### config.mk
export PLATFORM = sky130hd
export DESIGN_NAME = led_latch_rx
export DESIGN_NICKNAME = d
export VERILOG_FILES = /design/src/rtl/led_latch_rx.sv
export SDC_FILE = /design/constraint.sdc
export NUM_CORES = 2
export LEC_CHECK = 0
export CORE_MARGIN = 4
export CORE_UTILIZATION = 36
export CTS_CLUSTER_SIZE = 14
export DETAILED_ROUTE_END_ITERATION = 16
export SYNTH_ARGS = -nofsm -noshare
export SYNTH_HDL_FRONTEND = slang
export SYNTH_SLANG_ARGS = --single-unit
### constraint.sdc
create_clock -name CLK_10M -period 3.08 [get_ports CLK_10M]
set_input_delay 0.308 -clock CLK_10M [delete_from_list [all_inputs] [get_ports CLK_10M]]
set_output_delay 0.308 -clock CLK_10M [all_outputs]
set_load 0.01 [all_outputs]
### src/rtl/led_latch_rx.sv
// Receive side of the LED driver serial latch link: oversamples SCLK/LAT/SIN,
// shifts frames in MSB-first and decodes control or grayscale latches on LAT rise.
module led_latch_rx #(
  parameter int LATCH_SIZE  = 769,
  parameter int SYNC_STAGES = 2,
  parameter int ERR_W       = 8
) (
  input  logic                  CLK_10M,
  input  logic                  nReset,
  input  logic                  SCLK,
  input  logic                  LAT,
  input  logic                  SIN,
  output logic [LATCH_SIZE-2:0] gs_data,
  output logic                  gs_valid,
  output logic [335:0]          dc_data,
  output logic [8:0]            mc,
  output logic [20:0]           bc,
  output logic [4:0]            fc,
  output logic                  ctrl_valid,
  output logic                  frame_err,
  output logic [ERR_W-1:0]      err_count,
  output logic [9:0]            bit_count
);

  localparam int GS_W = LATCH_SIZE - 1;

  typedef enum logic [1:0] {IDLE, SHIFTING, DECODE} state_t;

  logic [SYNC_STAGES-1:0] sclk_sync, lat_sync, sin_sync;
  logic                   sclk_d, lat_d;
  logic                   sclk_rise, lat_rise, sin_s;
  logic [LATCH_SIZE-1:0]  sreg, sreg_shift;
  logic [9:0]             cnt_shift, cnt_nxt;
  logic                   take_gs, take_ctrl, bad;
  state_t                 state, state_nxt;

  always_ff @(posedge CLK_10M or negedge nReset) begin
    if (!nReset) begin
      sclk_sync <= '0;
      lat_sync  <= '0;
      sin_sync  <= '0;
      sclk_d    <= 1'b0;
      lat_d     <= 1'b0;
    end else begin
      sclk_sync <= {sclk_sync[SYNC_STAGES-2:0], SCLK};
      lat_sync  <= {lat_sync[SYNC_STAGES-2:0], LAT};
      sin_sync  <= {sin_sync[SYNC_STAGES-2:0], SIN};
      sclk_d    <= sclk_sync[SYNC_STAGES-1];
      lat_d     <= lat_sync[SYNC_STAGES-1];
    end
  end

  // SIN leaves the chain at the same depth as SCLK so each bit lines up with its edge
  assign sin_s      = sin_sync[SYNC_STAGES-1];
  assign sclk_rise  = sclk_sync[SYNC_STAGES-1] & ~sclk_d;
  assign lat_rise   = lat_sync[SYNC_STAGES-1] & ~lat_d;
  assign sreg_shift = sclk_rise ? {sreg[LATCH_SIZE-2:0], sin_s} : sreg;

  // Decode sees the post-shift register and count, so a final SCLK edge
  // landing in the same cycle as LAT still completes the frame.
  always_comb begin
    cnt_shift = bit_count;
    if (sclk_rise && bit_count != '1) cnt_shift = bit_count + 10'd1;
    cnt_nxt   = cnt_shift;
    if (state == DECODE) cnt_nxt = sclk_rise ? 10'd1 : 10'd0;
    take_gs   = 1'b0;
    take_ctrl = 1'b0;
    bad       = 1'b0;
    state_nxt = (cnt_nxt != '0) ? SHIFTING : IDLE;
    if (lat_rise) begin
      state_nxt = DECODE;
      if (cnt_shift == 10'(LATCH_SIZE)) begin
        take_ctrl = sreg_shift[LATCH_SIZE-1];
        take_gs   = ~sreg_shift[LATCH_SIZE-1];
      end else begin
        bad = 1'b1;
      end
    end
  end

  always_ff @(posedge CLK_10M or negedge nReset) begin
    if (!nReset) begin
      state      <= IDLE;
      sreg       <= '0;
      bit_count  <= '0;
      gs_data    <= '0;
      gs_valid   <= 1'b0;
      dc_data    <= '0;
      mc         <= '0;
      bc         <= '0;
      fc         <= '0;
      ctrl_valid <= 1'b0;
      frame_err  <= 1'b0;
      err_count  <= '0;
    end else begin
      state      <= state_nxt;
      sreg       <= sreg_shift;
      bit_count  <= cnt_nxt;
      gs_valid   <= take_gs;
      ctrl_valid <= take_ctrl;
      frame_err  <= bad;
      if (take_gs) gs_data <= sreg_shift[GS_W-1:0];
      if (take_ctrl) begin
        dc_data <= sreg_shift[335:0];
        mc      <= sreg_shift[344:336];
        bc      <= sreg_shift[365:345];
        fc      <= sreg_shift[370:366];
      end
      if (bad && err_count != '1) err_count <= err_count + 1'b1;
    end
  end

endmodule
# ---- After elaboration in Yosys (flattened, before gate mapping)
# Cells that the tools add are included.
# W data, S select, Z words.
dict set report op_classes {
  n_eq_ne 4
  reduce_logical 3
  n_addsub 2
  muxes 12
  bitwise_logic 5
}
# cell count
set op_table {}
lappend op_table {{$mux W769} 1}
lappend op_table {{$mux W10} 2}
lappend op_table {{$add A10 B1 Y10 const B} 1}
lappend op_table {{$eq A10 B10 Y1 const B} 1}
lappend op_table {{$ne A10 B10 Y1 const B} 1}
lappend op_table {{$reduce_bool A10 Y1} 1}
lappend op_table {{$add A8 B1 Y8 const B} 1}
lappend op_table {{$mux W1} 8}
lappend op_table {{$ne A8 B8 Y1 const B} 1}
lappend op_table {{$not A1 Y1} 3}
lappend op_table {{$and A1 B1 Y1} 2}
lappend op_table {{$eq A2 B2 Y1 const B} 1}
lappend op_table {{$logic_and A1 B1 Y1} 2}
lappend op_table {{$mux W2} 1}
dict set report word_totals {
  output_inout_bits 1160
  inputBits 5
  reg_bits 1939
}

# ---- Depth between registers and ports, before layout
dict set report depth {
  word_depth 8
  depth_mapped 11
  ltp_nobuf 7
}

# ---- Least setup slack after synthesis
# Ideal clock, no wire load.
dict set report synth_timing {
  path_kind {register -> register}
  from {register bit_count[0]}
  to {register dc_data[256]}
  synth_period_minus_slack_ns 3.050
  path_slack_ns 0.030
  stages_incl_launch_ff 12
  arrival_ns 2.925
  path_cell_list {dfrtp_1 -> ha_1 -> nand4_1 -> a2111oi_0 -> xnor2_1 -> nand4bb_1 -> buf_2 -> nor3_2 -> buf_2 -> buf_6 -> buf_6 -> mux2_2}
}
dict set report synth_between {
  elab_chain_cells 6
}
# element line
set synth_rtl {}
lappend synth_rtl {{start: declaration} 22} ;# output logic [9:0] bit_count
lappend synth_rtl {{start signal: assignment} 98} ;# bit_count <= cnt_nxt;
lappend synth_rtl {{branches (longest 2 deep; another with $add A10 B1 Y10)} -}
lappend synth_rtl {{$mux W10 (*)} 63} ;# if (sclk_rise && bit_count != '1) cnt_shift = bit_count + 10'd1;
lappend synth_rtl {{$eq A10 B10 Y1 (*)} 72} ;# if (cnt_shift == 10'(LATCH_SIZE)) begin
lappend synth_rtl {{$mux W1 (*)} 72}
lappend synth_rtl {{$mux W1 (*)} 70} ;# if (lat_rise) begin
lappend synth_rtl {{end signal: assignment} 104} ;# dc_data <= sreg_shift[335:0];
lappend synth_rtl {{end: declaration} 15} ;# output logic [335:0] dc_data,
# Every way passes the cells marked *.
# A chain may end at the register's enable or synchronous reset.

# ---- Worst setup path in the final report
dict set report layout_timing {
  from {register sclk_sync[1]}
  to {register gs_data[498]}
}
dict set report layout_between {
  elab_chain_cells 6
}
# element line
set layout_rtl {}
lappend layout_rtl {{start: declaration} 29} ;# logic [SYNC_STAGES-1:0] sclk_sync, lat_sync, sin_sync;
lappend layout_rtl {{start signal: assignment} 45} ;# sclk_sync <= {sclk_sync[SYNC_STAGES-2:0], SCLK};
lappend layout_rtl {{$and A1 B1 Y1 (*)} 55} ;# assign sclk_rise = sclk_sync[SYNC_STAGES-1] & ~sclk_d;
lappend layout_rtl {{$logic_and A1 B1 Y1} 63}
lappend layout_rtl {{$mux W10} 63}
lappend layout_rtl {{$eq A10 B10 Y1} 72}
lappend layout_rtl {{$mux W1} 72}
lappend layout_rtl {{$mux W1} 70}
lappend layout_rtl {{end signal: assignment} 102} ;# if (take_gs) gs_data <= sreg_shift[GS_W-1:0];
lappend layout_rtl {{end: declaration} 13} ;# output logic [LATCH_SIZE-2:0] gs_data,
# Mark *: on every way between the ends. The rest lies on a longest branch, timed or not.

==> out/qor.yml <==
wirelength_um: 239000
crit_slowest_cell: "or4b_4"
cp_max_fo: 7
track_usage_pct: 21.7
power_w: 0.0523
rrSetupSlack_ns: -0.10
synth_flop_cell: "dfrtp_1"
period_minus_slack_ns: 3.18
core_area_mm2: 0.200
crit_arrival_ns: 3.88
synth_common_cells: "2313 x nand2_1, 1939 x dfrtp_1, 740 x mux2_2"
regArea_mm2: 0.0485
viasPerCell: 4.82
drive_gt1_share_pct: 23.5
initial_core_util_pct: 36.2
die_y_um: 456
synth.most_common_cell: "nand2_1"
r2r_cells: 11
insertion_delay_ns: 0.84
crit_chain: "and4b_1 -> nand3_1 -> mux2i_1 -> or4b_4 -> nor4_4 -> buf_4 -> buf_6 -> buf_12 -> clkbuf_16 -> clkbuf_16 -> mux2_4"
yosysTopAreaCellShare_pct: 67.1
ys_warn_count: 0
hold_viol_final: 0
crit_top_cell: "clkbuf_16"
syn_area_mm2: 0.0723
hold_path_class: "in2async"
io_pins: 1165
cts_root_buffer: "clkbuf_16"
cts_tree: "done"
power_leakage_nw: 50.2
die-area_mm2: 0.208
drt_iter0_drc: 2936
gp_congestion: 0.858
critical_path_class: "reg2reg"
worst_slew_margin_rel_pct: 26.1
status: "finished with violations"
detail-route-antenna-nets: 0
grt_setup_unrepaired: "yes"
setup_ws_ns: -0.105
clk_pin_slew_ns: 0.06
yosysSeqAreaShare_pct: 67.1
power_density_mw_per_mm2: 522
dr.pass1.iters: 6
finalCritPeriodShare_pct: 103
area_growth_pct: 38.5
antenna_found_initial: 4
fin_worst_skew_ns: 0.0698
ir_drop_mv: 0.548
cts_buffers: 203
vias: 48400
die_w_um: 456
async_flop_share_pct: 100
synth_edf_count: 0
grt_pass1_vias: 49900
report.final.slew_viol_count: 0
hpwl_um: 165000
slowest_delay_ns: 0.58
io_buffers: 1164
fin_cells: 10000
grt_first_pass_wirelength_um: 341000
wire_per_inst_um: 23.8
endpoint_kind: "register"
required_ns: 3.77
crit_family: "simple AND/OR/NAND/NOR gates"
violations: "negative setup slack"
place_inst: 9550
synth_nets: 5800
setup_viol: 641
synth_cell_types: 42
synth_top_area_cell: "dfrtp_1"
grt_max_degree: 179
ys_ff_latch: 1939
fill_cells: 17300
gr-total-overflow: 0
cp-start-kind: "register"
final_nets: 7229
syn_avg_cell_area_um2: 12.5
clkSinkCount: 1939
r2r_start: "sclk_sync[1]"
multiInputGateArea_mm2: 0.0240
fmax_mhz: 314
postPlaceCellArea_mm2: 0.0886
fin_area_mm2: 0.100
synth_area_leaders: "dfrtp_1 67%, nand2_1 12%, mux2_2 12%"
max-cap-violations: 0
fp-row-count: 164
path_buf_inv: 5
clock_path_buffers: 3
route.detailed.drc: 0
htree_levels: 4
synthCells: 5793
worst_slew_pin_slew_ns: 1.11
r2r-end: "gs_data[498]"
metal layers:
layer	vias to the layer above	wire (um)	global-route usage [%]
met1	25000	92300	25.1
met4	0	14300	11.2
li1	21800	-	-
met5	-	0	0
met3	424	14100	5.74
met2	1223	119000	36.9
cell usage in the layout, fill, tap and decap left out, types with 60 or more instances in the layout:
master / n
clkdlybuf4s50_1: 1163
mux2_1: 89
mux2_2: 584
buf_4: 135
buf_12: 102
clkbuf_16: 248
nand2_1: 2313
dfrtp_1: 1939
mux2_4: 471
clkbuf_1: 60
state kept, by name, indices dropped and copies added (netlist names):
register / count
bc: 21
sreg: 769
state: 2
lat_d: 1
ctrl_valid: 1
dc_data: 336
gs_valid: 1
err_count: 8
sclk_d: 1
mc: 9
gs_data: 768
fc: 5
sin_sync: 2
lat_sync: 2
bit_count: 10
sclk_sync: 2
frame_err: 1
logic make-up after synthesis:
kind of cell / Yosys count / share of synthesized area, %
and+or+nand+nor: 2366 / 12.5
DFF: 1939 / 67.1
muxes: 1146 / 17.9
buffers and inverters: 305 / 2.17
AOI/OAI and AO/OA: 25 / 0.222
xor gates and xnor gates: 10 / 0.121
adders and majority gates: 2 / 0.0346
worst max-delay path by stage:
stage / from / to / slack (ns) / cells past startpoint
floorplan: bit_count[0] / dc_data[256] / 0.03 / 11
global placement: bit_count[0] / dc_data[268] / -0.17 / 12
detailed placement: bit_count[0] / gs_data[758] / -0.23 / 11
CTS: bit_count[0] / dc_data[18] / -0.12 / 13
global route: bit_count[1] / dc_data[58] / -0.24 / 14
finish: sclk_sync[1] / gs_data[498] / -0.10 / 11
cell type report:
type	count	area share [%]
Tap cell	2656	3.32
Multi-Input combinational cell	3549	24.0
Clock inverter	61	0.841
Clock buffer	313	6.01
Sequential cell	1939	48.5
Inverter	3	0.0113
Timing Repair Buffer	1526	17.4
Antenna cell	2	0.00500
metrics by stage:
stage | util [%] | hold slack (ns) | setup TNS (ns) | setup slack, ns
after CTS | 48.6 | 0.122 | -62.07 | -0.122
after floorplan | - | 0.0124 | 0 | 0.0304
after global routing | 50.1 | 0.118 | -147.66 | -0.244
after global placement | 44.4 | 0.338 | -117.23 | -0.171
after detailed placement | 44.4 | 0.335 | -180.97 | -0.232
final | 50.1 | 0.0873 | -24.77 | -0.105
what timing repair did:
item                                     CTS  global route
cloned                                    18            55
pin swaps                                  4             6
endpoints found under the setup margin  1108          1129
hold buffers                               4             0
buffers inserted                          41            15
resized for setup                        148           488
hold endpoints to repair                 171             0
power by group:
group | switching (W) | leakage (nW) | internal (W)
clock | 0.0104 | 3.35 | 0.0145
sequential | 0.0000835 | 27.1 | 0.0256
combinational | 0.00126 | 19.7 | 0.000421
No activity file was read; power rests on OpenSTA's default activity.
